[src/rtl/iodelay_train_tx.sv]
// iodelay_train_tx: transmit-side IODELAY training sequencer.
// Idle drives a forwarded-clock toggle on dout_p/dout_n. On cal_start it sends
// a preamble, then for every output-delay tap it loads the tap, holds the line
// low while the delay settles, and sends a fixed training burst.
// Build option: define IODELAY_TX_PRBS_EN to send PRBS7 (x^7+x^6+1, seeded
// 7'h7F per burst) instead of the repeating 8'hCA word.
// Every output is a register loaded from the decode of the next state, so the
// outputs always describe the state the FSM is currently in.
module iodelay_train_tx #(
    parameter int TAP_W   = 5,
    parameter int NTAPS   = 32,
    parameter int PRE_LEN = 16,
    parameter int SETTLE  = 4,
    parameter int BURST   = 64
) (
    input  logic             clk_in,
    input  logic             rst_n,
    input  logic             cal_start,
    output logic [TAP_W-1:0] tap_out,
    output logic             tap_ld,
    output logic             dout_p,
    output logic             dout_n,
    output logic             busy,
    output logic             done
);

    typedef enum logic [2:0] {
        S_IDLE   = 3'd0,
        S_PRE    = 3'd1,
        S_LOAD   = 3'd2,
        S_SETTLE = 3'd3,
        S_BURST  = 3'd4,
        S_DONE   = 3'd5
    } state_e;

    localparam int                CNT_W       = 16;
    localparam logic [CNT_W-1:0]  PRE_LAST    = CNT_W'(PRE_LEN - 1);
    localparam logic [CNT_W-1:0]  SETTLE_LAST = CNT_W'(SETTLE - 1);
    localparam logic [CNT_W-1:0]  BURST_LAST  = CNT_W'(BURST - 1);
    localparam logic [TAP_W-1:0]  TAP_LAST    = TAP_W'(NTAPS - 1);
    localparam logic              NO_SETTLE   = (SETTLE == 0) ? 1'b1 : 1'b0;

`ifdef IODELAY_TX_PRBS_EN
    // PRBS7 generator: state is the LFSR, the emitted bit is its MSB.
    localparam int               PAT_W    = 7;
    localparam logic [PAT_W-1:0] PAT_SEED = 7'h7F;

    function automatic logic pat_bit(input logic [PAT_W-1:0] s);
        return s[6];
    endfunction

    function automatic logic [PAT_W-1:0] pat_next(input logic [PAT_W-1:0] s);
        return {s[5:0], s[6] ^ s[5]};
    endfunction
`else
    // Fixed word generator: state is the bit index, walked MSB first.
    localparam int               PAT_W    = 3;
    localparam logic [PAT_W-1:0] PAT_SEED = 3'd7;
    localparam logic [7:0]       PAT_WORD = 8'hCA;

    function automatic logic pat_bit(input logic [PAT_W-1:0] s);
        return PAT_WORD[s];
    endfunction

    function automatic logic [PAT_W-1:0] pat_next(input logic [PAT_W-1:0] s);
        return s - 3'd1;
    endfunction
`endif

    state_e             state_q, state_d;
    logic [CNT_W-1:0]   cnt_q, cnt_d;
    logic [TAP_W-1:0]   tap_cnt_q, tap_cnt_d;
    logic [PAT_W-1:0]   pat_q, pat_d;
    logic [TAP_W-1:0]   tap_out_q, tap_out_d;
    logic               tap_ld_q, tap_ld_d;
    logic               dout_p_q, dout_p_d;
    logic               dout_n_q;
    logic               busy_q, busy_d;
    logic               done_q, done_d;

    // Next-state/counter logic, then output decode of the state being entered.
    always_comb begin
        state_d   = state_q;
        cnt_d     = cnt_q;
        tap_cnt_d = tap_cnt_q;
        pat_d     = PAT_SEED;
        tap_out_d = tap_out_q;
        tap_ld_d  = 1'b0;
        dout_p_d  = 1'b0;
        busy_d    = 1'b0;
        done_d    = 1'b0;

        case (state_q)
            S_IDLE: begin
                if (cal_start) begin
                    state_d   = S_PRE;
                    cnt_d     = {CNT_W{1'b0}};
                    tap_cnt_d = {TAP_W{1'b0}};
                end else begin
                    state_d   = S_IDLE;
                end
            end
            S_PRE: begin
                if (cnt_q == PRE_LAST) begin
                    state_d = S_LOAD;
                    cnt_d   = {CNT_W{1'b0}};
                end else begin
                    cnt_d   = cnt_q + 16'd1;
                end
            end
            S_LOAD: begin
                cnt_d = {CNT_W{1'b0}};
                if (NO_SETTLE) begin
                    state_d = S_BURST;
                end else begin
                    state_d = S_SETTLE;
                end
            end
            S_SETTLE: begin
                if (cnt_q == SETTLE_LAST) begin
                    state_d = S_BURST;
                    cnt_d   = {CNT_W{1'b0}};
                end else begin
                    cnt_d   = cnt_q + 16'd1;
                end
            end
            S_BURST: begin
                if (cnt_q == BURST_LAST) begin
                    cnt_d = {CNT_W{1'b0}};
                    if (tap_cnt_q == TAP_LAST) begin
                        state_d = S_DONE;
                    end else begin
                        state_d   = S_LOAD;
                        tap_cnt_d = tap_cnt_q + TAP_W'(1);
                    end
                end else begin
                    cnt_d = cnt_q + 16'd1;
                end
            end
            S_DONE: begin
                state_d = S_IDLE;
            end
            default: begin
                state_d = S_IDLE;
            end
        endcase

        // The generator sits at its seed outside BURST, so each burst
        // (including one entered straight from LOAD) restarts the sequence.
        case (state_d)
            S_IDLE: begin
                dout_p_d = ~dout_p_q;
            end
            S_PRE: begin
                dout_p_d = 1'b1;
                busy_d   = 1'b1;
            end
            S_LOAD: begin
                tap_out_d = tap_cnt_d;
                tap_ld_d  = 1'b1;
                busy_d    = 1'b1;
            end
            S_SETTLE: begin
                busy_d = 1'b1;
            end
            S_BURST: begin
                dout_p_d = pat_bit(pat_q);
                pat_d    = pat_next(pat_q);
                busy_d   = 1'b1;
            end
            S_DONE: begin
                tap_out_d = {TAP_W{1'b0}};
                tap_ld_d  = 1'b1;
                done_d    = 1'b1;
            end
            default: begin
                dout_p_d = 1'b0;
            end
        endcase
    end

    // State, counters, generator and registered outputs.
    always_ff @(posedge clk_in or negedge rst_n) begin
        if (!rst_n) begin
            state_q   <= S_IDLE;
            cnt_q     <= {CNT_W{1'b0}};
            tap_cnt_q <= {TAP_W{1'b0}};
            pat_q     <= PAT_SEED;
            tap_out_q <= {TAP_W{1'b0}};
            tap_ld_q  <= 1'b0;
            dout_p_q  <= 1'b0;
            dout_n_q  <= 1'b1;
            busy_q    <= 1'b0;
            done_q    <= 1'b0;
        end else begin
            state_q   <= state_d;
            cnt_q     <= cnt_d;
            tap_cnt_q <= tap_cnt_d;
            pat_q     <= pat_d;
            tap_out_q <= tap_out_d;
            tap_ld_q  <= tap_ld_d;
            dout_p_q  <= dout_p_d;
            dout_n_q  <= ~dout_p_d;
            busy_q    <= busy_d;
            done_q    <= done_d;
        end
    end

    assign tap_out = tap_out_q;
    assign tap_ld  = tap_ld_q;
    assign dout_p  = dout_p_q;
    assign dout_n  = dout_n_q;
    assign busy    = busy_q;
    assign done    = done_q;

endmodule
[config.mk]
export PLATFORM = sky130hd
export DESIGN_NAME = iodelay_train_tx
export DESIGN_NICKNAME = d
export VERILOG_FILES = /design/src/rtl/iodelay_train_tx.sv
export SDC_FILE = /design/constraint.sdc
export NUM_CORES = 1
export LEC_CHECK = 0
export BUFFER_PORTS_ARGS = -buffer_cell sky130_fd_sc_hd__buf_4
export CAP_MARGIN = 20
export CORE_UTILIZATION = 45
export DETAILED_ROUTE_END_ITERATION = 16
export GPL_ROUTABILITY_DRIVEN = 1
export PLACE_DENSITY = 0.61
export SLEW_MARGIN = 25
export SYNTH_ARGS = -nofsm -noshare
export SYNTH_HDL_FRONTEND = slang
export SYNTH_SLANG_ARGS = --single-unit
[constraint.sdc]
create_clock -name clk_in -period 2.8 [get_ports clk_in]
set_clock_uncertainty 0.1 [all_clocks]
set_input_delay 0.56 -clock clk_in [delete_from_list [all_inputs] [get_ports clk_in]]
set_output_delay 0.56 -clock clk_in [all_outputs]
set_load 0.01 [all_outputs]
# [Word-level counts from Yosys, hierarchy flattened]
# Memory sizes are Yosys's and may differ from the RTL's.
# Index checks and enable logic that the tools add are counted.
[totals] ff_bits=37 memories=1 elab_cells=60 romBits=8
[classes] n_mux=22 n_reduce_logical=7 n_bitwise=2 order_cmp=1 addsub=3 n_eq_ne=14
[memory_table] memory="(name not given)" depth=8 word_bits=1 rd=1 rd_clocked_by_memory_dff=0 wr=0 line_no="62" rtl="return PAT_WORD[s];"
[ops] op="16-bit case mux with 5 select lines" n=1
[ops] op="16-bit two-way mux" n=4
[ops] op="5-bit case mux with 2 select lines" n=2
[ops] op="16-bit by 1-bit adder with 16-bit output, second input constant" n=1
[ops] op="16-bit by 2-bit equality test with 1-bit output, second input constant" n=1
[ops] op="16-bit by 4-bit equality test with 1-bit output, second input constant" n=1
[ops] op="16-bit by 6-bit equality test with 1-bit output, second input constant" n=1
[ops] op="3-bit two-way mux" n=5
[ops] op="5-bit two-way mux" n=3
[ops] op="3-bit case mux with 5 select lines" n=1
[ops] op="3-bit by 2-bit equality test with 1-bit output, second input constant" n=4
[ops] op="3-bit equality test, second input constant" n=3
[ops] op="3-bit by 1-bit equality test with 1-bit output, second input constant" n=2
[ops] op="3-bit zero test" n=2
[ops] op="5-bit by 1-bit adder with 5-bit output, second input constant" n=1
[ops] op="5-bit equality test, second input constant" n=1
[ops] op="1-bit two-way mux" n=5
[ops] op="5-bit nonzero test" n=1
[ops] op="3-bit by 4-bit < comparator with 1-bit output, second input constant" n=1
[ops] op="4-bit OR reduction" n=1
[ops] op="1-bit case mux with 3 select lines" n=1
[ops] op="3-bit by 1-bit subtractor with 3-bit output, second input constant" n=1
[ops] op="2-bit inequality test, second input constant" n=1
[ops] op="1-bit inverter" n=2
[ops] op="other kinds (3)" n=3

# [Longest topological paths before layout]
# Gate-level depths: netlist of run 1.
[depth] ltp_word=7 depth_mapped=9

# [Worst setup path after synthesis of run 1]
# Ideal clock, no wire load.
[synth_path] path_kind="register -> register" start="register cnt_q[0]" end="register tap_out_q[2], in the netlist tap_out[2]" slack_ns=0.674 required_time_ns=2.573 setup_time_ns=0.127 arrival_ns=1.898 n_path_buf=1 path_stages_with_launch=8 cell_sequence="dfrtp_1 > ha_1 > nand3_2 > or2_1 > buf_2 > nor4_4 > a41oi_2 > mux2_1"
[synth_between] elab_chain_len=5 word_cells_on_any_way=13
[synth_lines] element="start, declared" line_no="71" rtl="logic [CNT_W-1:0] cnt_q, cnt_d;"
[synth_lines] element="start signal, assigned" line_no="186" rtl="cnt_q <= {CNT_W{1'b0}};"
[synth_lines] element="start signal, assigned" line_no="197" rtl="cnt_q <= cnt_d;"
[synth_lines] element="16-bit by 6-bit equality test with 1-bit output, or another cell as far along" line_no="128" rtl="if (cnt_q == BURST_LAST) begin"
[synth_lines] element="3-bit two-way mux (on tied branches)" line_no="128, 104, 120"
[synth_lines] element="3-bit case mux with 5 select lines" line_no="93" rtl="case (state_q)"
[synth_lines] element="3-bit equality test or 3-bit by 2-bit equality test with 1-bit output (tied branches)" line_no="150" rtl="case (state_d)"
[synth_lines] element="5-bit case mux with 2 select lines or 2-bit nonzero test (tied branches)"
[synth_lines] element="end signal, assigned" line_no="189" rtl="tap_out_q <= {TAP_W{1'b0}};"
[synth_lines] element="end signal, assigned" line_no="200" rtl="tap_out_q <= tap_out_d;"
[synth_lines] element="end, declared" line_no="74" rtl="logic [TAP_W-1:0] tap_out_q, tap_out_d;"
# Parallel ways exist; a longest one is shown, timed or not.
# A chain may end at the register's enable or synchronous reset.

# [Final worst setup path of run 1]
[layout_path] start="register cnt_q[0]" end="register cnt_q[10]"
[layout_between] elab_chain_len=3 word_cells_on_any_way=8
[layout_lines] element="16-bit by 1-bit adder with 16-bit output, or another cell as far along" line_no="108, 124, 137"
[layout_lines] element="16-bit two-way mux (on tied branches)" line_no="128, 104, 120"
[layout_lines] element="16-bit case mux with 5 select lines *" line_no="93"
# Mark *: on every way between the ends. The rest lies on a longest branch, timed or not.

==> results by group, run 1 <==
Run status
  • Run status: finished, final reports clean

Placed design
  • Post-Place Setup Slack: 0.315 ns
  • Gp weighted congestion: just over 0.9
  • Count of input and output buffers: 12
  • Estimated wirelength of the detail-placed design: 3010 µm

STA
  • Final number of hold-violating endpoints: 0
  • Final-report setup violation count: 0
  • Unrepaired setup endpoints after global routing: no
  • Worst max-slew margin expressed relative to the limit: a little under three fifths
  • Share of the cycle needed by the critical path after routing: 88.7%
  • Number of pins with negative max-slew slack in the final report: 0
  • Final critical path time including I/O delays and setup: 2.48 ns
  • Worst-Margin Slew: ~0.65 ns
  • Max Clk Rate: just over 400 MHz
  • Setup_tns: 0 ns
  • Smallest setup slack after layout: between 0.3 and 0.4 ns

Detailed routing
  • Detailed Routing Iterations Pass 1: 4
  • Routed Wire Length: 4130 µm
  • Detailed router's first-iteration violation count: 87
  • Routed via count: approximately 1,600
  • Vias per Instance: 5.90
  • Routed wire length per instance: 14.9 µm
  • Antenna Violating Nets Remaining: 0
  • Total DRC errors in the routed layout: 0

Synth
  • Largest cells by area after synthesis: sky130_fd_sc_hd__dfrtp_1 (40%), sky130_fd_sc_hd__dfstp_2 (5.1%), sky130_fd_sc_hd__nand2_1 (3.6%)
  • Net count after synthesis: 218
  • Mean Syn Cell Area: 9.75 µm²
  • Post-synthesis sequential element count: 37
  • Cell count after synthesis: 212
  • Cell taking the most area after synthesis: sky130_fd_sc_hd__dfrtp_1
  • Area share of the largest cell type after synthesis: 40.0%
  • Summed instance area of the synthesized netlist: 2070 µm²
  • Async set or reset register ratio after synthesis: 100%
  • Register area share after synthesis: between 40% and 50%
  • Synth warn: 0
  • Dominant register cell in the synthesized netlist: sky130_fd_sc_hd__dfrtp_1
  • Count of unique library cells instantiated by Yosys: 53
  • Number of enable flip-flop cells after synthesis: 0

Floorplan
  • Chip Height: 69.8 µm
  • Initial Utilization: 47.1%
  • Die Area: 4870 µm²
  • Number of top-level pins: 13
  • Die extent in x: 69.8 µm
  • Core region area: 4380 µm²
  • Std-Cell Rows: 24

Final layout
  • Diode insertion count for antenna repair: 0
  • Layout-stage area growth over the synthesis result: 9.93%
  • Number of nets in the finished design: between 200 and 250
  • Finished Core Util: 51.8%
  • Ratio of cells with drive above 1 in the final layout: ~20%

Hold path
  • Min-Delay Path Class: input port to asynchronous set/reset pin

Setup path
  • Destination of the worst register-to-register timing path: cnt_q[10]$_DFFE_PN0P_
  • Crit Path Class: flop to flop
  • Req. time, crit path: about 2.9 ns
  • Critical path fanouts, max: 10
  • Crit path capture type: flop
  • Launching point of the worst reg2reg path: cnt_q[0]$_DFFE_PN0P_
  • Startpoint kind of the worst setup timing path: flop
  • Worst-case reg-to-reg path depth: 6
  • Setup slack of the most critical reg-to-reg path: between 0.3 and 0.4 ns
  • Arr. time, crit path: 2.56 ns

CTS
  • Clock buffer depth: 2
  • Setup fix buffers added after clock tree synthesis: 0
  • Hold bufs inserted after CTS: 0
  • TritonCTS Buffers: 5
  • Worst-skew pair later-pin latency: 0.29 ns
  • Num Clock Sinks: 37
  • Clock tree from TritonCTS: done
  • Cell at the root of the clock tree: sky130_fd_sc_hd__clkbuf_8
  • Clock-pin slew reported for the worst setup and hold paths after clock tree synthesis: 0.08 ns
  • Count of H-tree levels built during CTS: 2
  • # resized after CTS: 0

Global route
  • Global routing usage summed across all routing layers: a little under a fifth
  • Number of global-route vias before repair: 1,560
  • Remaining global-route overflow: 0
  • Pin count of the biggest net entering global routing: 38
  • Global-route wire length before repair: 7260 µm
  • Number of antenna violations at the first check in global routing: 0

Flow run
  • Max-cap viol count: 0

Power
  • Power per cell area: between 400 and 500 nW/µm²
  • Maximum ir drop on the vdd rail: 266 µV
  • Leakage power figure: 0.982 nW
==> cell families after synthesis <==
kind of cell / synth area share [%]
AND/OR/NAND/NOR: 28.9
AO/OA/AOI/OAI: 17.7
flip-flops: 45.0
buffers and inverters: 3.75
XOR/XNOR: 1.69
adder cells (fa/ha/maj): 1.82
multiplexers: 1.03
==> layer usage <==
layer | wire (µm) | part of all wire, % | vias up | GRT usage, %
li1 | - | - | 805 | -
met2 | 2000 | 48 | 19 | 29.8
met1 | 1980 | 48 | 805 | 25.0
met3 | 109 | 2.6 | 5 | 3.20
met4 | 45 | 1.1 | 0 | 6.89
met5 | 0 | 0 | - | 0
==> worst max-delay path: stages (launching register included) <==
cell                      delay, ns
sky130_fd_sc_hd__dfrtp_1       0.42
sky130_fd_sc_hd__ha_1          0.24
sky130_fd_sc_hd__or3b_1        0.45
sky130_fd_sc_hd__o31ai_4       0.37
sky130_fd_sc_hd__and2_1        0.45
sky130_fd_sc_hd__o21ai_2       0.11
sky130_fd_sc_hd__a32o_1        0.22
==> power by group <==
part / total (W) / internal [W] / switching, W / leakage, nW
Sequential: 0.000535 / 0.000535 / 0 / 0.410
Clock: 0.000379 / 0.000201 / 0.000178 / 0.0455
Combinational: 0.0000125 / 0.00000187 / 0.0000106 / 0.527
Total: 0.000926 / 0.000737 / 0.000189 / 0.982
==> stage by stage <==
| step | area, µm² | total power [W] | cells | hold WS (ns) |
|---|---|---|---|---|
| after global routing | 2270 | 0.000967 | 277 | 0.157 |
| after floorplan | 2070 | 0.000545 | 212 | 0.164 |
| after CTS | 2270 | 0.000940 | 277 | 0.134 |
| after global placement | 2180 | 0.000557 | 269 | 0.330 |
| final | 2270 | 0.000926 | 277 | 0.114 |
| after detailed placement | 2180 | 0.000558 | 269 | 0.340 |
==> layout make-up <==
cell class	instances	area [µm²]
clock buffers	8	90.1
fillers	397	2110
inverters	10	37.5
multi-input cells	158	1060
flip-flops and latches	37	931
well taps	52	65.1
repair buffers	12	90.1
==> registers in the layout, indices dropped and copies added, names as in the netlist, 3 cells and up <==
name	count
tap_out	5
pat_q	3
cnt_q	16
state_q	3
tap_cnt_q	5
==> how the worst max path moves through the flow <==
stage	from	endpoint
floorplan	cnt_q[0]$_DFFE_PN0P_	tap_out[2]$_DFFE_PN0P_
global placement	cnt_q[10]$_DFFE_PN0P_	cnt_q[10]$_DFFE_PN0P_
detailed placement	cnt_q[10]$_DFFE_PN0P_	cnt_q[10]$_DFFE_PN0P_
CTS	cnt_q[10]$_DFFE_PN0P_	cnt_q[10]$_DFFE_PN0P_
global route	cnt_q[0]$_DFFE_PN0P_	cnt_q[10]$_DFFE_PN0P_
finish	cnt_q[0]$_DFFE_PN0P_	cnt_q[10]$_DFFE_PN0P_
==> layout by cell type, fill, tap and decap left out, drive strengths merged, types with 2 or more instances in the layout <==
cell type,count
and3,5
dfrtp,33
nor3,6
buf,12
or3b,2
a31oi,7
a21o,4
nand3,16
a22o,3
inv,10
or3,4
a21oi,13
or2,4
nor4,5
nand4,7
clkbuf,8
nand2,21
o21ai,15
xnor2,4
o211ai,2
o21a,3
nor3b,3
ha,3
nor2b,2
dfstp,4
nand2b,2
nor2,15
a32o,2
==> cell usage after synthesis (3+ instances only) <==
cell and n:
sky130_fd_sc_hd__inv_1 10, sky130_fd_sc_hd__o21a_1 3, sky130_fd_sc_hd__buf_2 5, sky130_fd_sc_hd__nor3_1 4, sky130_fd_sc_hd__or3_1 3, sky130_fd_sc_hd__a21oi_1 11, sky130_fd_sc_hd__dfrtp_1 33, sky130_fd_sc_hd__o21ai_0 8
sky130_fd_sc_hd__a31oi_1 7, sky130_fd_sc_hd__or2_1 3, sky130_fd_sc_hd__a21o_1 4, sky130_fd_sc_hd__xnor2_1 4, sky130_fd_sc_hd__nand2_1 20, sky130_fd_sc_hd__a22o_1 3, sky130_fd_sc_hd__nand3_1 14, sky130_fd_sc_hd__o21ai_1 5
sky130_fd_sc_hd__nor3b_1 3, sky130_fd_sc_hd__nor4_4 3, sky130_fd_sc_hd__nand4_1 7, sky130_fd_sc_hd__dfstp_2 4, sky130_fd_sc_hd__ha_1 3, sky130_fd_sc_hd__nor2_1 14, sky130_fd_sc_hd__and3_1 3
Note: power is estimated with default switching activity, not from simulation.
==> run 2: changes to the inputs <==
--- a/config.mk
+++ b/config.mk
@@ -5,6 +5,7 @@
 export SDC_FILE = /design/constraint.sdc
 export NUM_CORES = 1
 export LEC_CHECK = 0
+export ABC_AREA = 1
 export BUFFER_PORTS_ARGS = -buffer_cell sky130_fd_sc_hd__buf_4
 export CAP_MARGIN = 20
 export CORE_UTILIZATION = 45
==> run 2 against run 1 <==
  * Critical path depth rose by 1
  * Sequential power about the same
  * Worst setup slack improved by 0.36 ns
  * Sequential share of layout area down 2.2 points
  * Combinational power hardly changed
  * Fmax grew 17%
  * Global-route usage down 0.55 points
  * Register-to-register slack improved by 0.36 ns
==> results by group, run 2 <==
Final layout
  • Multi-input combinational cell area: 1060 µm² (+0.35%)
  • Total area of sequential cells: 931 µm² (unchanged)
  • Finished Core Util: 54.0% (+2.2 points)
  • Leading cell types in the layout, fill and taps excluded: sky130_fd_sc_hd__nand2_1 (59), sky130_fd_sc_hd__dfrtp_1 (33), sky130_fd_sc_hd__inv_1 (30), sky130_fd_sc_hd__nor2_1 (22)
  • Layout-stage area growth over the synthesis result: 12.4%
  • Commonest non-fill, non-tap cell in the layout: sky130_fd_sc_hd__nand2_1
  • Fill cell instance count of the final layout: 410 (+3.3%)
  • Number of nets in the finished design: 280 (+22%)
  • Number of flip-flops in the largest register: 16 (unchanged)
  • Diode insertion count for antenna repair: 0 (unchanged)
  • Ratio of cells with drive above 1 in the final layout: 22.9% (+3.4 points)
  • Register with the most flip-flops: cnt_q

Flow run
  • Max-cap viol count: 0 (unchanged)

CTS
  • Count of H-tree levels built during CTS: 2 (unchanged)
  • TritonCTS Buffers: 5 (unchanged)
  • Cell at the root of the clock tree: sky130_fd_sc_hd__clkbuf_8
  • Clock-pin slew reported for the worst setup and hold paths after clock tree synthesis: 0.08 ns (about the same)
  • Clock tree from TritonCTS: done
  • # resized after CTS: 0 (unchanged)
  • Worst-skew pair later-pin latency: 0.29 ns (about the same)
  • Hold bufs inserted after CTS: 0 (unchanged)
  • Setup fix buffers added after clock tree synthesis: 0 (unchanged)
  • Clock buffer depth: 2 (unchanged)
  • Num Clock Sinks: 37 (unchanged)

Placed design
  • Estimated wirelength of the detail-placed design: 3010 µm (about the same)
  • Count of input and output buffers: 12 (unchanged)
  • Gp weighted congestion: 0.853 (-5.9%)

STA
  • Final-report setup violation count: 0 (unchanged)
  • Share of the cycle needed by the critical path after routing: 75.9% (-13 points)
  • Setup_tns: 0 ns (unchanged)
  • Final number of hold-violating endpoints: 0 (unchanged)
  • Unrepaired setup endpoints after global routing: no
  • Max Clk Rate: 471 MHz (+17%)
  • Worst max-slew margin expressed relative to the limit: 48.9% (-7.1 points)
  • Final critical path time including I/O delays and setup: 2.12 ns (-0.360 ns)
  • Number of pins with negative max-slew slack in the final report: 0 (unchanged)
  • Worst-Margin Slew: 0.761 ns (+0.107 ns)

Power
  • Internal portion of total power: 0.000803 W (+8.9%)
  • Fraction of power consumed by combinational cells: 1.2% (about the same)
  • Fraction of power consumed by the clock network: 46.1% (+5.2 points)
  • Power per cell area: 423 nW/µm² (+3.7%)
  • Leakage power figure: 1.19 nW (+21%)
  • Maximum ir drop on the vdd rail: 233 µV (-12%)
  • Power share of the sequential group: 52.6% (-5.1 points)
  • Switching Share: 20.9% (+0.53 points)
  • Total net switching power: 0.000212 W (+12%)

Detailed routing
  • Routed via count: 1,655 (+1.3%)
  • Detailed router's first-iteration violation count: 57 (-34%)
  • Routed wire length per instance: 12.0 µm (-19%)
  • Vias per Instance: 5.06 (-14%)
  • Antenna Violating Nets Remaining: 0 (unchanged)
  • Routed Wire Length: 3940 µm (-4.7%)
  • Detailed Routing Iterations Pass 1: 4 (unchanged)
  • Total DRC errors in the routed layout: 0 (unchanged)

Hold path
  • Min-Delay Path Class: input port to asynchronous set/reset pin

Global route
  • Remaining global-route overflow: 0 (unchanged)
  • Number of antenna violations at the first check in global routing: 0 (unchanged)
  • Global routing usage summed across all routing layers: 18.0% (-0.55 points)
  • Global-route wire length before repair: 7030 µm (-3.1%)
  • Pin count of the biggest net entering global routing: 38 (unchanged)
  • Number of global-route vias before repair: 1,555 (-0.32%)

Setup path
  • Crit Path Class: flop to flop
  • Slowest cell on crit path: sky130_fd_sc_hd__dfrtp_1
  • Kind of cell with the highest combined delay on the critical path: compound AO/OA/AOI/OAI gates
  • Stage delay of the slowest cell on the critical path: 0.48 ns (+0.03 ns)
  • Most frequent cell on the critical path: sky130_fd_sc_hd__nand2_1
  • Critical path fanouts, max: 11 (+1)
  • Startpoint kind of the worst setup timing path: flop
  • Buffers & Inverters on Critical Path: 1 (+1)
  • Crit path capture type: flop
  • Ordered list of cells on the worst path: nor3_1 -> nand2_1 -> o21ai_1 -> inv_2 -> nand2_1 -> o21ai_0 -> a21oi_1
  • Arr. time, crit path: 2.24 ns (-0.32 ns)
  • Req. time, crit path: 2.91 ns (+0.04 ns)

Synth
  • Most instantiated library cell after synthesis: sky130_fd_sc_hd__nand2_1
  • Area share of the largest cell type after synthesis: 38.7% (-1.3 points)
  • Top cells by instance count after synthesis: sky130_fd_sc_hd__nand2_1 (59), sky130_fd_sc_hd__dfrtp_1 (33), sky130_fd_sc_hd__inv_1 (30)
  • Dominant register cell in the synthesized netlist: sky130_fd_sc_hd__dfrtp_1
  • Mean Syn Cell Area: 8.34 µm² (-14%)
  • Cell count after synthesis: 256 (+21%)
  • Post-synthesis sequential element count: 37 (unchanged)
  • Register area share after synthesis: 43.6% (-1.5 points)
  • Summed instance area of the synthesized netlist: 2140 µm² (+3.3%)
  • Net count after synthesis: 262 (+20%)
  • Async set or reset register ratio after synthesis: 100% (unchanged)
  • Cell taking the most area after synthesis: sky130_fd_sc_hd__dfrtp_1
  • Number of enable flip-flop cells after synthesis: 0 (unchanged)
  • Count of unique library cells instantiated by Yosys: 41 (-23%)
  • Synth warn: 0 (unchanged)
  • Largest cells by area after synthesis: sky130_fd_sc_hd__dfrtp_1 (39%), sky130_fd_sc_hd__nand2_1 (10%), sky130_fd_sc_hd__inv_1 (5.3%)

Floorplan
  • Die extent in x: 70.9 µm (+1.6%)
  • Chip Height: 70.9 µm (+1.6%)
  • Core region area: 4440 µm² (+1.4%)
  • Number of top-level pins: 13 (unchanged)
  • Std-Cell Rows: 24 (unchanged)
  • Initial Utilization: 48.1% (+0.91 points)
  • Die Area: 5030 µm² (+3.2%)

Run status
  • Run status: finished, final reports clean
run 2: changes by cell type after synthesis, sizes merged, moves of 5 or more:
cell   previous run  this run
inv              10        36
and3              5         0
nand2            21        68
buf               6         1
a31oi             7         1
nor2             15        34
nor3              6        12
run 2: worst paths after layout:
check	from	end	slack, ns	depth (start not counted)
setup / recovery	state_q[2]$_DFF_PN0_	cnt_q[8]$_DFFE_PN0P_	0.68	7
hold / removal	rst_n	busy$_DFF_PN0_	0.11	1
setup reg to reg	state_q[2]$_DFF_PN0_	cnt_q[8]$_DFFE_PN0P_	0.68	7
hold reg to reg	pat_q[0]$_DFF_PN1_	pat_q[0]$_DFF_PN1_	0.36	1
max in group asynchronous	rst_n	pat_q[0]$_DFF_PN1_	2.14	1
min in group clk_in	pat_q[0]$_DFF_PN1_	pat_q[0]$_DFF_PN1_	0.36	1
run 2: layout make-up:
cell class / instances / area share [%]
clock inverter: 3 / 1.93
timing repair buffer: 12 / 3.75
tap: 52 / 2.71
inverter: 36 / 5.73
sequential: 37 / 38.8
clock buffer: 5 / 2.87
multi-input combinational: 182 / 44.2
run 2: power groups by stage:
stage / sequential, W / clock, W / combinational, W
after floorplan: 0.000545 / 0 / 0.000000257
after global placement: 0.000545 / 0 / 0.0000132
after detailed placement: 0.000545 / 0 / 0.0000136
after CTS: 0.000534 / 0.000489 / 0.0000136
after global routing: 0.000534 / 0.000509 / 0.0000154
final: 0.000534 / 0.000468 / 0.0000124
run 2: stage by stage:
stage	worst slack (ns)	total power, W	area (µm²)	cells	hold WS [ns]
floorplan	1.06	0.000545	2140	256	0.164
global placement	0.689	0.000558	2290	319	0.338
detailed placement	0.663	0.000558	2290	319	0.346
CTS	0.620	0.00104	2400	327	0.125
global route	0.352	0.00106	2400	327	0.147
finish	0.675	0.00102	2400	327	0.114
run 2: metal layers:
layer | GRT usage (%) | part of all wire [%]
met4 | 8.89 | 2.6
met3 | 3.99 | 2.9
met5 | 0 | 0
met2 | 26.7 | 43
met1 | 25.0 | 51
run 2: worst register-to-register path, cell delays in order (launching register included):
cell,delay (ns)
sky130_fd_sc_hd__dfrtp_1,0.48
sky130_fd_sc_hd__nor3_1,0.27
sky130_fd_sc_hd__nand2_1,0.08
sky130_fd_sc_hd__o21ai_1,0.42
sky130_fd_sc_hd__inv_2,0.22
sky130_fd_sc_hd__nand2_1,0.22
sky130_fd_sc_hd__o21ai_0,0.11
sky130_fd_sc_hd__a21oi_1,0.15
run 2: cells by family (layout without fill, tap and decap cells):
kind of cell             count (synthesis)  count (layout)  synth area share [%]
AND/OR/NAND/NOR                        141             141                  36.1
flip-flops                              37              37                  43.6
buffers and inverters                   37              56                  6.68
AO/OA/AOI/OAI                           32              32                  9.32
XOR/XNOR                                 5               5                  2.05
adder cells (fa/ha/maj)                  3               3                  1.76
multiplexers                             1               1                 0.469
==> run 3: changes to the inputs <==
--- a/config.mk
+++ b/config.mk
@@ -11,7 +11,7 @@
 export CORE_UTILIZATION = 45
 export DETAILED_ROUTE_END_ITERATION = 16
 export GPL_ROUTABILITY_DRIVEN = 1
-export PLACE_DENSITY = 0.61
+export PLACE_DENSITY = 0.63
 export SLEW_MARGIN = 25
 export SYNTH_ARGS = -nofsm -noshare
 export SYNTH_HDL_FRONTEND = slang
==> constraint.sdc (replaced) <==
create_clock -name clk_in -period 1.9 [get_ports clk_in]
set_clock_uncertainty 0.1 [all_clocks]
set_input_delay 0.38 -clock clk_in [delete_from_list [all_inputs] [get_ports clk_in]]
set_output_delay 0.38 -clock clk_in [all_outputs]
set_load 0.01 [all_outputs]
==> run 3 against run 2 <==
  * Non-clock buffer count is 24 higher
  * Clock-buffer cell count unchanged
  * Register-to-register slack worse by 0.58 ns
  * Fmax grew 18%
  * Hold slack better by 0.24 ns
  * Highest routed layer unchanged
==> results by group, run 3 (same netlist as run 2, synthesis figures left out) <==
Run status
  • Run status: finished, final reports clean

Flow run
  • Max-cap viol count: 0 (unchanged)

Placed design
  • Gp weighted congestion: 0.848 (-0.64%)
  • Count of input and output buffers: 12 (unchanged)
  • Estimated wirelength of the detail-placed design: 2950 µm (-1.9%)

Final layout
  • Commonest non-fill, non-tap cell in the layout: sky130_fd_sc_hd__nand2_1
  • Number of flip-flops in the largest register: 16 (unchanged)
  • Layout-stage area growth over the synthesis result: 24.3%
  • Leading cell types in the layout, fill and taps excluded: sky130_fd_sc_hd__nand2_1 (55), sky130_fd_sc_hd__buf_4 (34), sky130_fd_sc_hd__dfrtp_1 (31), sky130_fd_sc_hd__inv_1 (30), sky130_fd_sc_hd__nor2_1 (16)
  • Fill cell instance count of the final layout: 385 (-6.1%)
  • Ratio of cells with drive above 1 in the final layout: 34.8% (+12 points)
  • Number of nets in the finished design: 304 (+8.6%)
  • Register with the most flip-flops: cnt_q
  • Diode insertion count for antenna repair: 0 (unchanged)

CTS
  • Clock tree from TritonCTS: done
  • Clock-pin slew reported for the worst setup and hold paths after clock tree synthesis: 0.07 ns (about the same)
  • Clock buffer depth: 2 (unchanged)
  • Cell at the root of the clock tree: sky130_fd_sc_hd__clkbuf_8
  • Count of H-tree levels built during CTS: 2 (unchanged)
  • TritonCTS Buffers: 5 (unchanged)
  • Worst-skew pair later-pin latency: 0.29 ns (about the same)
  • Num Clock Sinks: 37 (unchanged)

Floorplan
  • Die extent in x: 70.9 µm (unchanged)
  • Chip Height: 70.9 µm (unchanged)
  • Die Area: 5030 µm² (unchanged)
  • Initial Utilization: 48.1% (unchanged)
  • Core region area: 4440 µm² (unchanged)
  • Std-Cell Rows: 24 (unchanged)
  • Number of top-level pins: 13 (unchanged)

Detailed routing
  • Antenna Violating Nets Remaining: 0 (unchanged)
  • Vias per Instance: 5.01 (-1.1%)
  • Routed via count: 1,757 (+6.2%)
  • Total DRC errors in the routed layout: 0 (unchanged)
  • Routed wire length per instance: 11.7 µm (-3.1%)
  • Detailed router's first-iteration violation count: 90 (+58%)
  • Routed Wire Length: 4090 µm (+4.0%)
  • Detailed Routing Iterations Pass 1: 6 (+2)

STA
  • Share of the cycle needed by the critical path after routing: 95.0% (+19 points)
  • Final number of hold-violating endpoints: 0 (unchanged)
  • Final critical path time including I/O delays and setup: 1.80 ns (-0.320 ns)
  • Hold_ws: 0.358 ns (+0.243 ns)
  • Unrepaired setup endpoints after global routing: yes
  • Worst max-slew margin expressed relative to the limit: 69.5% (+21 points)
  • Number of pins with negative max-slew slack in the final report: 0 (unchanged)
  • Worst-Margin Slew: 0.458 ns (-0.303 ns)
  • Max Clk Rate: 554 MHz (+18%)
  • Final-report setup violation count: 0 (unchanged)

Setup path
  • Crit Path Class: flop to flop
  • Stage delay of the slowest cell on the critical path: 0.44 ns (-0.04 ns)
  • Critical path fanouts, max: 6 (-5)
  • Launching point of the worst reg2reg path: cnt_q[8]$_DFFE_PN0P_
  • Slowest cell on crit path: sky130_fd_sc_hd__dfrtp_1
  • Ordered list of cells on the worst path: nor2_2 -> nand2_2 -> nor2_8 -> nand2_4 -> nand2_4 -> nand3_4 -> nor2_8 -> inv_4 -> a21oi_4 -> nand2_1 -> nand2_1
  • Critical Path Start: cnt_q[8]$_DFFE_PN0P_
  • Startpoint kind of the worst setup timing path: flop
  • Req. time, crit path: 2.03 ns (-0.88 ns)
  • Crit path capture type: flop
  • Arr. time, crit path: 1.94 ns (-0.30 ns)

Global route
  • Global-route wire length before repair: 6940 µm (-1.3%)
  • Number of global-route vias before repair: 1,543 (-0.77%)
  • Pin count of the biggest net entering global routing: 38 (unchanged)
  • Global routing usage summed across all routing layers: 17.7% (-0.31 points)
  • Remaining global-route overflow: 0 (unchanged)
  • Number of antenna violations at the first check in global routing: 0 (unchanged)

Hold path
  • Min-Delay Path Class: flop to flop
  • Hold Startpoint: pat_q[0]$_DFF_PN1_

Power
  • Tot Pwr: 0.00134 W (+32%)
  • Leakage power figure: 1.30 nW (+9.6%)
  • Power per cell area: 506 nW/µm² (+20%)
  • Maximum ir drop on the vdd rail: 286 µV (+23%)
## run 3: per-layer routing
| metal | track usage [%] | vias up | part of all wire (%) |
|---|---|---|---|
| met1 | 24.7 | 814 | 50 |
| met4 | 6.00 | 0 | 1.3 |
| li1 | - | 910 | - |
| met2 | 27.0 | 28 | 46 |
| met3 | 4.27 | 5 | 3.0 |
| met5 | 0 | - | 0 |
## run 3: cell type report
| class | instances | area, µm² | share of cell area (%) |
|---|---|---|---|
| Clock buffer | 5 | 68.8 | 2.59 |
| Clock inverter | 3 | 17.5 | 0.660 |
| Inverter | 36 | 138 | 5.18 |
| Multi-Input combinational cell | 182 | 1150 | 43.2 |
| Sequential cell | 37 | 933 | 35.2 |
| Tap cell | 52 | 65.1 | 2.45 |
| Timing Repair Buffer | 36 | 285 | 10.7 |
## run 3: worst paths after layout
| path | depth (start not counted) | to | slack (ns) |
|---|---|---|---|
| setup / recovery | 11 | tap_out[2]$_DFFE_PN0P_ | 0.1 |
| hold / removal | 1 | pat_q[0]$_DFF_PN1_ | 0.36 |
| setup reg to reg | 11 | tap_out[2]$_DFFE_PN0P_ | 0.1 |
| hold reg to reg | 1 | pat_q[0]$_DFF_PN1_ | 0.36 |
| max in group asynchronous | 2 | state_q[2]$_DFF_PN0_ | 0.86 |
| min in group asynchronous | 2 | dout_p$_DFF_PN0_ | 0.49 |
## run 3: power breakdown
| group | internal, W | switching, W | leakage (nW) | total (W) |
|---|---|---|---|---|
| Combinational | 0.00000420 | 0.0000158 | 0.839 | 0.0000200 |
| Sequential | 0.000787 | 0 | 0.418 | 0.000787 |
| Clock | 0.000253 | 0.000283 | 0.0439 | 0.000536 |
## run 3: critical path, delay by kind of cell, from the launching register on
kind | cells | cell delay, ns
buf+inv | 1 | 0.05
simple gates | 9 | 0.95
compound gates | 1 | 0.21
flops | 1 | 0.44
## run 3: per-stage QoR
| stage | setup WS [ns] | setup TNS, ns | std cells | cell area (µm²) | utilization, % |
|---|---|---|---|---|---|
| 2_1_floorplan | 0.156 | 0 | 256 | 2140 | - |
| 3_3_place_gp | 0.0710 | 0 | 326 | 2340 | 52.6 |
| 3_5_place_dp | 0.0338 | 0 | 326 | 2340 | 52.6 |
| 4_1_cts | 0.0200 | 0 | 335 | 2430 | 54.8 |
| 5_1_grt | -0.0393 | -0.177 | 351 | 2660 | 59.7 |
| 6_report | 0.0952 | 0 | 351 | 2660 | 59.7 |
## run 3: timing repair
item,4_1_cts,5_1_grt
hold buffers,1,0
buffers inserted,0,16
endpoints found under the hold margin,33,0
gates resized for setup,0,23
setup endpoints to repair,0,24
